$ cat config.mk
export PLATFORM = sky130hd
export DESIGN_NAME = julia_frame_renderer
export DESIGN_NICKNAME = d
export VERILOG_FILES = /design/src/rtl/julia_frame_renderer.sv
export SDC_FILE = /design/constraint.sdc
export NUM_CORES = 2
export LEC_CHECK = 0
export BUFFER_PORTS_ARGS = -buffer_cell sky130_fd_sc_hd__buf_2
export CORE_ASPECT_RATIO = 0.6
export CORE_MARGIN = 3
export CORE_UTILIZATION = 46
export DETAILED_ROUTE_END_ITERATION = 10
export MAX_ROUTING_LAYER = met4
export SLEW_MARGIN = 0
export SYNTH_ARGS = -nofsm -noshare
export SYNTH_HDL_FRONTEND = slang
export SYNTH_SLANG_ARGS = --single-unit
$ cat constraint.sdc
create_clock -name clk -period 8.6 [get_ports clk]
set_clock_uncertainty 0.05 [all_clocks]
set_input_delay 0.43 -clock clk [delete_from_list [all_inputs] [get_ports clk]]
set_output_delay 0.43 -clock clk [all_outputs]
set_load 0.01 [all_outputs]
$ cat src/rtl/julia_frame_renderer.sv
// Escape-time Julia set renderer. It packs four 8-bit iteration counts per word and writes them to the SDRAM controller.
// Optional JULIA_RUNTIME_C_EN: adds c_re/c_im inputs, which are latched when a frame starts.
//
// state | meaning
// IDLE  | waiting for start after reset
// LOAD  | z <- current pixel coordinate, iter <- 0
// ITER  | one z <- z^2 + c step or escape test per cycle
// PACK  | drop iteration byte into its lane, advance pixel
// WRITE | word presented to controller until data_write_done
// DONE  | frame complete, waiting for next start
module julia_frame_renderer #(
  parameter int H_RES     = 800,
  parameter int V_RES     = 480,
  parameter int MAX_ITER  = 255,
  parameter int WIDTH     = 16,
  parameter int FRAC_BITS = 12,
  parameter int X_START   = -8192,
  parameter int Y_START   = 4800,
  parameter int STEP      = 20,
  parameter int C_RE      = -3277,
  parameter int C_IM      = 639
) (
  input  logic                    clk,
  input  logic                    reset,
  input  logic                    start,
`ifdef JULIA_RUNTIME_C_EN
  input  logic signed [WIDTH-1:0] c_re,
  input  logic signed [WIDTH-1:0] c_im,
`endif
  output logic                    busy,
  output logic                    frame_done,
  output logic [1:0]              command,
  output logic [21:0]             data_address,
  output logic [31:0]             data_write,
  input  logic                    data_write_done
);

  localparam int WORDS = H_RES * V_RES / 4;
  localparam int XW    = $clog2(H_RES + 1);
  localparam int PW    = 2 * WIDTH;
  localparam int MW    = 2 * WIDTH + 1;
  localparam logic signed [MW-1:0] ESC_LIM = MW'(4) << (2 * FRAC_BITS);

  typedef enum logic [2:0] {IDLE, LOAD, ITER, PACK, WRITE, DONE} state_t;

  state_t state, state_next;

  logic [XW-1:0]           x;
  logic signed [WIDTH-1:0] re, im, zr, zi;
  logic [7:0]              iter;
  logic signed [WIDTH-1:0] cr_use, ci_use;
  logic signed [PW-1:0]    zr2, zi2, zrzi;
  logic signed [MW-1:0]    mag, diff, dbl;
  logic signed [WIDTH-1:0] zr_next, zi_next;
  logic                    escape, last_word, line_end;

`ifdef JULIA_RUNTIME_C_EN
  logic signed [WIDTH-1:0] cr_q, ci_q;
  assign cr_use = cr_q;
  assign ci_use = ci_q;
`else
  assign cr_use = WIDTH'(C_RE);
  assign ci_use = WIDTH'(C_IM);
`endif

  // Products and the escape sum are kept at full width, so the bailout test cannot overflow.
  assign zr2     = PW'(zr) * PW'(zr);
  assign zi2     = PW'(zi) * PW'(zi);
  assign zrzi    = PW'(zr) * PW'(zi);
  assign mag     = MW'(zr2) + MW'(zi2);
  assign diff    = MW'(zr2) - MW'(zi2);
  assign dbl     = MW'(zrzi) <<< 1;
  assign zr_next = WIDTH'(diff >>> FRAC_BITS) + cr_use;
  assign zi_next = WIDTH'(dbl >>> FRAC_BITS) + ci_use;
  assign escape  = (mag > ESC_LIM) || (iter == 8'(MAX_ITER));

  assign last_word = (data_address == 22'(WORDS - 1));
  assign line_end  = (x == XW'(H_RES - 1));

  always_comb begin
    state_next = state;
    case (state)
      IDLE, DONE: if (start) state_next = LOAD;
      LOAD:       state_next = ITER;
      ITER:       if (escape) state_next = PACK;
      PACK:       state_next = (x[1:0] == 2'd3) ? WRITE : LOAD;
      WRITE:      if (data_write_done) state_next = last_word ? DONE : LOAD;
      default:    state_next = IDLE;
    endcase
  end

  always_ff @(posedge clk) begin
    if (reset) begin
      state        <= IDLE;
      command      <= 2'd0;
      data_address <= '0;
      data_write   <= '0;
      busy         <= 1'b0;
      frame_done   <= 1'b0;
      x            <= '0;
      re           <= '0;
      im           <= '0;
      zr           <= '0;
      zi           <= '0;
      iter         <= '0;
`ifdef JULIA_RUNTIME_C_EN
      cr_q         <= '0;
      ci_q         <= '0;
`endif
    end else begin
      state      <= state_next;
      command    <= (state_next == WRITE) ? 2'd1 : 2'd0;
      frame_done <= 1'b0;
      case (state)
        IDLE, DONE: begin
          if (start) begin
            x            <= '0;
            data_address <= '0;
            re           <= WIDTH'(X_START);
            im           <= WIDTH'(Y_START);
            busy         <= 1'b1;
`ifdef JULIA_RUNTIME_C_EN
            cr_q         <= c_re;
            ci_q         <= c_im;
`endif
          end
        end
        LOAD: begin
          zr   <= re;
          zi   <= im;
          iter <= '0;
        end
        ITER: begin
          if (!escape) begin
            zr   <= zr_next;
            zi   <= zi_next;
            iter <= iter + 8'd1;
          end
        end
        PACK: begin
          data_write[{x[1:0], 3'b000} +: 8] <= iter;
          if (line_end) begin
            x  <= '0;
            re <= WIDTH'(X_START);
            im <= im - WIDTH'(STEP);
          end else begin
            x  <= x + XW'(1);
            re <= re + WIDTH'(STEP);
          end
        end
        WRITE: begin
          if (data_write_done) begin
            if (last_word) begin
              data_address <= '0;
              frame_done   <= 1'b1;
              busy         <= 1'b0;
            end else begin
              data_address <= data_address + 22'd1;
            end
          end
        end
        default: ;
      endcase
    end
  end

endmodule

==> summary.md <==
| Metric | Value |
|---|---|
| Placement Cell Area | `0.0405 mm^2` |
| Setup Slack @ Placement | `-1190 ps` |
| CTS Hold Bufs | `0` |
| Status | `complete, but fails checks` |
| Mux cell area share after synthesis | `0.00523` |
| Die Y | `220 um` |
| Synthesized Nets | `5120` |
| Worst slew pin tran | `1320 ps` |
| Share of layout cells above drive strength 1 | `0.185` |
| Die footprint | `0.0800 mm^2` |
| Final instance area | `0.0423 mm^2` |
| Syn Area/Cell | `8.57 um^2` |
| Crit path time final | `9440 ps` |
| ANT nets after route | `0` |
| Clock share of power | `0.067` |
| Psw | `5980 uW` |
| Setup violators final | `42` |
| PwrDens | `277 mW/mm^2` |
| Combinational power share | `0.863` |
| XOR/XNOR Fraction of Synth Area | `0.0447` |
| GP Congestion | `0.986` |
| Total power | `11700 uW` |
| Clk pin slew, worst setup/hold paths | `70 ps` |
| Unrepaired setup endpoints after global routing | `true` |
| Total number of vias | `28700` |
| Largest family of logic cells by synthesized area | `adder cells` |
| CTS buffer count | `17` |
| Final worst-path cycle share | `1.10` |
| CTS tree | `yes` |
| Fin. Hold Viols | `0` |
| Sw Share | `0.510` |
| Largest net degree at the start of global routing | `60` |
| CTS root buf | `clkbuf_16` |
| DRT Wirelength | `105000 um` |
| Share of the synthesized area in compound gates (AO/OA/AOI/OAI) | `0.0887` |
| Clk Latency, worst-skew pair | `440 ps` |
| Max stage delay on crit path | `540 ps` |
| Vias in the first global route | `28500` |
| Die X | `363 um` |
| Core area | `0.0747 mm^2` |
| Final WS setup | `-844 ps` |
| Fmax | `106 MHz` |
| Post-synthesis sequential area ratio | `0.0785` |
| Port bufs | `60` |
| Data required time of the critical path | `8900 ps` |
| Synth Instances | `4109` |
| Detailed Place HPWL | `89200 um` |
| Startpoint Class | `register` |
| First-pass GRT wire length | `167000 um` |
| Drt wl/cell | `18.6 um` |
| Drt initial violations | `2575` |
| VDD IR-drop max | `0.000605 V` |
| Flop-to-flop setup slack | `-840 ps` |
| Fin. max-slew vios | `0` |
| Worst slew margin relative to its limit | `0.119` |
| Most used cell, CP | `fa_1` |
| Nets | `5632` |
| Violated checks | `negative setup slack` |
| Met1 WL | `53300 um` |
| CP endpoint kind | `register` |
| Total gr overflow | `0` |
| Routed length on met2 | `39400 um` |
| Netlist cell types | `90` |
| Internal Power | `5740 uW` |
| Critical path fanouts, max | `9` |
| Post-synth EDFFs | `0` |
| CTS Sinks | `138` |
| Crit path kind | `register to register` |
| Pleak | `0.0219 uW` |
| Seq pwr share | `0.069` |
| Top layer in use | `met4` |
| # rows | `77` |
| Hold_ws | `229 ps` |
| H-tree depth | `4` |
| Crit-path slowest cell | `fa_1` |
| Synth Warn # | `0` |
| Post-Synth Simple-Gate Area | `0.155` |
| Clk buf depth | `2` |
| Post-synth ARST share | `0` |
| # fillers | `6867` |
| Met3 WL | `10900 um` |
| Critical Path AT | `9740 ps` |
| Total GRT Usage | `0.280` |
| Post-synthesis adder-cell area fraction | `0.506` |
| Via density per instance | `5.10` |
| Max-cap violations | `0` |
| Mapped Area | `0.0352 mm^2` |
| Starting Density | `0.471` |
| Synth Register Bits | `138` |
| Initial antenna violation count | `1` |
| IO Pins | `62` |
| Pre-Repair DR Iteration Count | `6` |
| Residual DRC count | `0` |
| Synth Flop Type | `dfxtp_1` |
| Area delta synth->final | `20.1%` |
| Worst Hold Class | `input pin to register` |
-- stage by stage --
stage	util	setup TNS, ps	cells
4_1_cts	0.562	-32740	5607
3_5_place_dp	0.543	-42070	5554
6_report	0.566	-28940	5622
2_1_floorplan	-	0	4109
5_1_grt	0.566	-44020	5622
3_3_place_gp	0.543	-38050	5554
-- critical path: cells and delay by family (launching register included) --
kind                       cells  cell delay, ps
adders and majority gates      8            3690
DFF                            1             370
and+or+nand+nor                6            1220
buffers and inverters          9            1180
AOI/OAI and AO/OA             13            2810
-- routing by layer --
layer | GRT usage | vias to the layer above
met3 | 0.0828 | 41
met2 | 0.357 | 977
met4 | 0.0316 | 0
li1 | - | 13600
met5 | - | -
met1 | 0.438 | 14100
-- synthesized netlist by cell type, types with 5 or more instances --
master,n,area share
inv_1,972,0.10
fa_1,694,0.39
nand2_1,427,0.046
ha_1,313,0.11
nor2_1,254,0.027
and2_1,170,0.030
a21oi_1,155,0.022
clkbuf_1,146,0.016
dfxtp_1,138,0.078
xnor2_1,122,0.030
o21ai_0,97,0.014
nand3_1,70,0.010
xor2_1,54,0.013
nand2b_1,35,0.0062
a21o_1,34,0.0073
and3_1,33,0.0059
nor3_1,31,0.0044
nor2b_1,28,0.0050
a211oi_1,25,0.0053
nand4_1,19,0.0034
a31oi_1,18,0.0032
or3_1,18,0.0032
o21a_1,16,0.0034
mux2i_1,15,0.0043
nor4_1,15,0.0027
o211ai_1,14,0.0030
o21bai_1,13,0.0028
a211o_1,12,0.0030
or2_2,11,0.0020
nor3b_1,9,0.0019
nand3b_1,8,0.0017
o31ai_1,8,0.0017
clkinv_1,7,0.00075
o2111ai_1,7,0.0017
a21boi_0,6,0.0013
a311oi_1,6,0.0015
o31a_1,6,0.0015
a31o_2,5,0.0012
buf_1,5,0.00053
buf_2,5,0.00071
o311ai_0,5,0.0012
or4_1,5,0.0011
-- state kept, by name, summed over array words and instances (netlist names) --
name and flops:
busy 1, command 1, data_address 22, data_write 32, frame_done 1, im 14
iter 8, re 14, state 3, x 10, zi 16, zr 16
-- power groups by stage --
stage | registers [uW] | clock network [uW] | logic [uW]
floorplan | 766 | 0 | 5160
global placement | 809 | 0 | 9210
detailed placement | 811 | 0 | 9210
CTS | 806 | 799 | 9780
global route | 823 | 828 | 10900
finish | 815 | 791 | 10100
-- cell usage in the layout (no fill, tap or decap), types with 33 or more instances in the layout --
master    instances
o21ai_0          86
nand2b_1         35
dfxtp_1         115
a21oi_1         140
xnor2_1         118
a21o_1           34
and2_1          164
ha_1            300
fa_1            687
nor2_1          245
and3_1           33
nand3_1          69
xor2_1           50
inv_1           968
buf_2            60
nand2_1         421
buf_4           553
-- cell families (layout without fill, tap and decap cells) --
group                    after synthesis  in the layout
AND/OR/NAND/NOR                     1150           1150
buffers and inverters               1139           1664
adder cells (fa/ha/maj)             1007           1007
AO/OA/AOI/OAI                        478            478
XOR/XNOR                             178            178
flip-flops                           138            138
multiplexers                          18             18
other                                  1              2
-- layout make-up --
| cell class | count | area (um^2) | area share |
|---|---|---|---|
| clock buffer | 18 | 429 | 0.0102 |
| tap | 987 | 1230 | 0.0292 |
| sequential | 138 | 2810 | 0.0665 |
| timing repair buffer | 653 | 5150 | 0.122 |
| inverter | 979 | 3680 | 0.0871 |
| clock inverter | 14 | 170 | 0.00403 |
| antenna | 1 | 2.50 | 0.0000592 |
| multi-input combinational | 2832 | 28800 | 0.681 |
-- final timing paths --
| kind | startpoint | end | cells past startpoint |
|---|---|---|---|
| max | zr[10] | zi[11] | 36 |
| min | data_write_done | frame_done | 2 |
| max reg2reg | zr[10] | zi[11] | 36 |
| min reg2reg | data_write[0] | data_write[0] | 2 |
-- timing repair --
action	4_1_cts	5_1_grt
pin swaps	65	56
resized for setup	133	57
setup buffers	16	14
cloned	6	2
setup endpoints to repair	42	42
(Power assumes the default switching activity.)
